## src/rtl/letter_reader.sv

```systemverilog
// Column-serial recogniser for the letters I, L and T on a WIDTH-row display.
// Moore FSM with registered letter flags and a saturating letter counter.
module letter_reader #(
  parameter int WIDTH   = 3,
  parameter int COUNT_W = 4
) (
  input  logic               clk,
  input  logic               restart,
  input  logic               valid,
  input  logic [WIDTH-1:0]   bits,
  output logic               I,
  output logic               L,
  output logic               T,
  output logic [COUNT_W-1:0] letter_count
);

  localparam logic [3:0] GARBAGE = 4'd0;
  localparam logic [3:0] BLANK   = 4'd1;
  localparam logic [3:0] S_F     = 4'd2;
  localparam logic [3:0] S_FB    = 4'd3;
  localparam logic [3:0] S_T     = 4'd4;
  localparam logic [3:0] S_TF    = 4'd5;
  localparam logic [3:0] S_TFT   = 4'd6;
  localparam logic [3:0] DONE_I  = 4'd7;
  localparam logic [3:0] DONE_L  = 4'd8;
  localparam logic [3:0] DONE_T  = 4'd9;

  localparam logic [WIDTH-1:0]   COL_ZERO = {WIDTH{1'b0}};
  localparam logic [WIDTH-1:0]   COL_FULL = {WIDTH{1'b1}};
  localparam logic [WIDTH-1:0]   COL_TOP  = {1'b1, {(WIDTH-1){1'b0}}};
  localparam logic [WIDTH-1:0]   COL_BOT  = {{(WIDTH-1){1'b0}}, 1'b1};
  localparam logic [COUNT_W-1:0] CNT_MAX  = {COUNT_W{1'b1}};
  localparam logic [COUNT_W-1:0] CNT_ONE  = COUNT_W'(1'b1);

  logic [3:0]         state_r;
  logic [3:0]         next_s;
  logic               is_z_s;
  logic               is_f_s;
  logic               is_tp_s;
  logic               is_bt_s;
  logic               enter_done_s;
  logic               flag_i_r;
  logic               flag_l_r;
  logic               flag_t_r;
  logic [COUNT_W-1:0] letter_count_r;

  // Column class decode
  always_comb begin
    is_z_s  = (bits == COL_ZERO);
    is_f_s  = (bits == COL_FULL);
    is_tp_s = (bits == COL_TOP);
    is_bt_s = (bits == COL_BOT);
  end

  // Next-state logic; DONE states behave as an opening blank
  always_comb begin
    next_s = state_r;
    if (valid) begin
      case (state_r)
        GARBAGE: begin
          if (is_z_s) next_s = BLANK;
          else        next_s = GARBAGE;
        end
        BLANK, DONE_I, DONE_L, DONE_T: begin
          if (is_z_s)       next_s = BLANK;
          else if (is_f_s)  next_s = S_F;
          else if (is_tp_s) next_s = S_T;
          else              next_s = GARBAGE;
        end
        S_F: begin
          if (is_z_s)       next_s = DONE_I;
          else if (is_bt_s) next_s = S_FB;
          else              next_s = GARBAGE;
        end
        S_FB: begin
          if (is_z_s) next_s = DONE_L;
          else        next_s = GARBAGE;
        end
        S_T: begin
          if (is_f_s) next_s = S_TF;
          else        next_s = GARBAGE;
        end
        S_TF: begin
          if (is_tp_s) next_s = S_TFT;
          else         next_s = GARBAGE;
        end
        S_TFT: begin
          if (is_z_s) next_s = DONE_T;
          else        next_s = GARBAGE;
        end
        default: next_s = GARBAGE;
      endcase
    end else begin
      next_s = state_r;
    end
  end

  // Only a real transition into a DONE state counts a letter
  always_comb begin
    if (valid) begin
      enter_done_s = (next_s == DONE_I) || (next_s == DONE_L) || (next_s == DONE_T);
    end else begin
      enter_done_s = 1'b0;
    end
  end

  // State, flag and counter registers; flags track the state being entered
  always_ff @(posedge clk) begin
    if (restart) begin
      state_r        <= GARBAGE;
      flag_i_r       <= 1'b0;
      flag_l_r       <= 1'b0;
      flag_t_r       <= 1'b0;
      letter_count_r <= {COUNT_W{1'b0}};
    end else if (valid) begin
      state_r  <= next_s;
      flag_i_r <= (next_s == DONE_I);
      flag_l_r <= (next_s == DONE_L);
      flag_t_r <= (next_s == DONE_T);
      if (enter_done_s && (letter_count_r != CNT_MAX)) begin
        letter_count_r <= letter_count_r + CNT_ONE;
      end else begin
        letter_count_r <= letter_count_r;
      end
    end else begin
      state_r        <= state_r;
      flag_i_r       <= flag_i_r;
      flag_l_r       <= flag_l_r;
      flag_t_r       <= flag_t_r;
      letter_count_r <= letter_count_r;
    end
  end

  assign I            = flag_i_r;
  assign L            = flag_l_r;
  assign T            = flag_t_r;
  assign letter_count = letter_count_r;

endmodule

```

## config.mk

```make
export PLATFORM = sky130hd
export DESIGN_NAME = letter_reader
export DESIGN_NICKNAME = d
export VERILOG_FILES = /design/src/rtl/letter_reader.sv
export SDC_FILE = /design/constraint.sdc
export NUM_CORES = 1
export LEC_CHECK = 0
export BUFFER_PORTS_ARGS = -buffer_cell sky130_fd_sc_hd__buf_2
export CORE_MARGIN = 2
export CORE_UTILIZATION = 52
export DETAILED_ROUTE_END_ITERATION = 10
export PLACE_DENSITY = 0.75
export REMOVE_ABC_BUFFERS = 1
export SETUP_SLACK_MARGIN = 0.1
export SLEW_MARGIN = 20
export SYNTH_ARGS = -nofsm -noshare
export SYNTH_HDL_FRONTEND = slang
export SYNTH_SLANG_ARGS = --single-unit
```

## constraint.sdc

```tcl
create_clock -name clk -period 2.74 [get_ports clk]
set_input_delay 0.411 -clock clk [delete_from_list [all_inputs] [get_ports clk]]
set_output_delay 0.411 -clock clk [all_outputs]
set_load 0.01 [all_outputs]
```

==> impl_metrics.csv <==
group,metric,value,unit
logic_synthesis,ys_async_sr_fraction,0,%
sta,relSlewSlack,72.4,%
cells_and_area,stdcell_area,795,sq um
critical_path,cpLargestDelayFamily,"simple AND/OR/NAND/NOR gates",
sta,setup_tns,0,ns
clocking,hold_buffers,0,
logic_synthesis,ys_seq_area_share,30.5,%
sta,worst_pin_slew,0.410,ns
place,place_ws,0.197,ns
sta,fin_crit_sh,89.5,%
critical_path,critPathCaptureType,"flip-flop",
clocking,cts_resized,0,
place,post-dp-hpwl,1110,um
routing,via_per_inst,6.05,
run,maxCapViolations,0,
grt,grt_max_degree,16,
cells_and_area,fillers,118,
routing,drt_iter0_drc,22,
place,gp_congestion,0.891,
pwr,p_per_area,367,nW/um^2
routing,routedWlPerCell,12.9,um
floorplan,die_h,41.3,um
min_path,hold_path.class,"in2reg",
sta,rsz0062_at_grt,"false",
cells_and_area,fin_nets,108,
routing,drc,0,
logic_synthesis,synth_top_cell_by_area,"dfxtp_1",
critical_path,path_class,"reg2reg",
clocking,clock_path_buffers,2,
routing,ant_nets,0,
logic_synthesis,syn_inst,90,
clocking,cts_buffers,3,
floorplan,pin_count,13,
place,dp_cells,111,
pwr,ir_worst_vdd,218,uV
clocking,htreeDepth,1,
logic_synthesis,syn-mean-instance-area,8.02,sq um
logic_synthesis,ys_ff_latch,11,
logic_synthesis,synth_edf_count,0,
logic_synthesis,synth_area,722,sq um
place,dpl-instance-area,768,sq um
sta,setup_violations,0,
grt,grtUsageTotal,19.9,%
grt,grt_pass1_wl,2190,um
logic_synthesis,synth_cell_types,38,
status,status,"finished, final reports clean",
critical_path,critPathRequiredTime,2.90,ns
clocking,clkLatencyLatePin,0.27,ns
critical_path,critPathMostFrequentCell,"or4_1",
grt,grt_pass1_vias,507,
floorplan,die_x,41.3,um
floorplan,start_util,55.5,%
place,port-buffer-count,12,
cells_and_area,fin_util,61.1,%
sta,drv_slew,0,
pwr,p_leak,0.000291,uW
sta,fin_worst_skew,0.00301,ns
logic_synthesis,synthFlopType,"dfxtp_1",
floorplan,rows,13,
critical_path,startpoint_type,"flip-flop",
floorplan,core,1300,sq um
grt,grt_overflow,0,
sta,setup_ws,0.288,ns
critical_path,cpPeakStageDelay,0.54,ns
routing,wl,1480,um
routing,via_count,696,
clocking,cts_setup_buffers,0,
cells_and_area,drive_gt1_share,17.0,%
cells_and_area,fin_cells,115,
sta,hold_violations,0,
critical_path,crit_fanout,10,
clocking,ctsRootBufferMaster,"clkbuf_4",
clocking,cts.sinks,11,
logic_synthesis,synth_top_area_share,30.5,%
critical_path,worst-path-buf-inv,0,
critical_path,worst-endpoint-arrival,2.61,ns
critical_path,worstPathCellList,"or4_1 > o22ai_1 > a41oi_1 > a2bb2oi_1 > or4_1 > o21ai_1 > mux2_1",
cells_and_area,antenna_cells,0,
routing,drtPass1Iterations,4,
clocking,cts_tree,"done",
logic_synthesis,yosysWarnings,0,
logic_synthesis,synth_area_leaders,"dfxtp_1, nor2_1, nand2_1, mux2_1, or4_1",
sta,min_period,2.45,ns
floorplan,die-area,1700,sq um
clocking,clkTransAtPathRegs,0.07,ns
grt,antenna_found_initial,0,
sta,fmax,408,MHz
cells_and_area,area_growth,10.1,%
critical_path,cp_slowest_cell,"or4_1",
logic_synthesis,netlist_top_cells_count,"dfxtp_1, nor2_1, nand2_1",
[stage by stage]
stage,total power [uW],hold WS (ns)
2_1_floorplan,175,0.480
3_5_place_dp,187,0.469
3_3_place_gp,187,0.453
5_1_grt,307,0.484
4_1_cts,296,0.468
6_report,291,0.474
[registers in the layout, summed over array words and instances, names as in the netlist]
register / flops
state_r: 4
T: 1
L: 1
I: 1
letter_count: 4
[layout by cell type, fill, tap and decap left out, types with 2 or more instances in the layout]
cell type  Yosys  final
nand2_1        8      8
mux2i_1        2      2
buf_2          2     12
a21oi_1        2      2
clkbuf_4       0      3
a32oi_1        2      2
mux2_1         2      2
or4_1          3      3
or3_1          3      3
a211oi_1       2      2
o22ai_1        3      3
a2bb2oi_1      2      2
nor2_1        11     11
nand2b_1       3      3
o21ai_0        2      2
o31ai_1        2      2
dfxtp_1       11     11
nand3_1        2      2
nor2b_1        3      3
inv_1          3      3
nand4_1        2      2
[report_power, final]
part | leakage (uW) | total [uW] | internal [uW] | switching (uW)
logic | 0.000187 | 22.8 | 8.20 | 14.6
registers | 0.0000886 | 161 | 160 | 0.929
clock network | 0.0000150 | 108 | 56.4 | 51.2
[final cells by class]
cell class	instances	area, sq um	area share [%]
multi-input combinational	70	458	57.6
sequential	11	220	27.7
timing repair buffer	12	60.1	7.56
clock buffer	4	26.3	3.31
tap	15	18.8	2.36
inverter	3	11.3	1.42
[worst reg2reg max path: stages (launching register included)]
cell and delay, ns:
dfxtp_1 0.39, or4_1 0.54, o22ai_1 0.17, a41oi_1 0.08
a2bb2oi_1 0.21, or4_1 0.49, o21ai_1 0.14, mux2_1 0.32
[layer usage]
layer,share of wire (%),global-route usage [%],vias up
met4,0.41,9.68,0
met1,50,29.5,318
met3,4.9,4.89,2
met2,45,25.8,15
li1,-,-,361
met5,0,0,-
[cells by family after synthesis]
kind of cell / after synthesis / share of synthesized area, %
AO/OA/AOI/OAI: 24 / 24.8
XOR/XNOR: 1 / 1.21
adder cells (fa/ha/maj): 1 / 1.73
buffers and inverters: 9 / 6.07
flip-flops: 11 / 30.5
multiplexers: 5 / 7.45
AND/OR/NAND/NOR: 39 / 28.3
[worst paths after layout]
kind	from	end	slack, ns	depth (start not counted)
worst max-delay path	state_r[3]	letter_count[3]	0.29	7
worst min-delay path	restart	state_r[1]	0.47	2
worst max register to register	state_r[3]	letter_count[3]	0.29	7
worst min register to register	L	L	0.48	2
No activity file was read; power rests on OpenSTA's default activity.
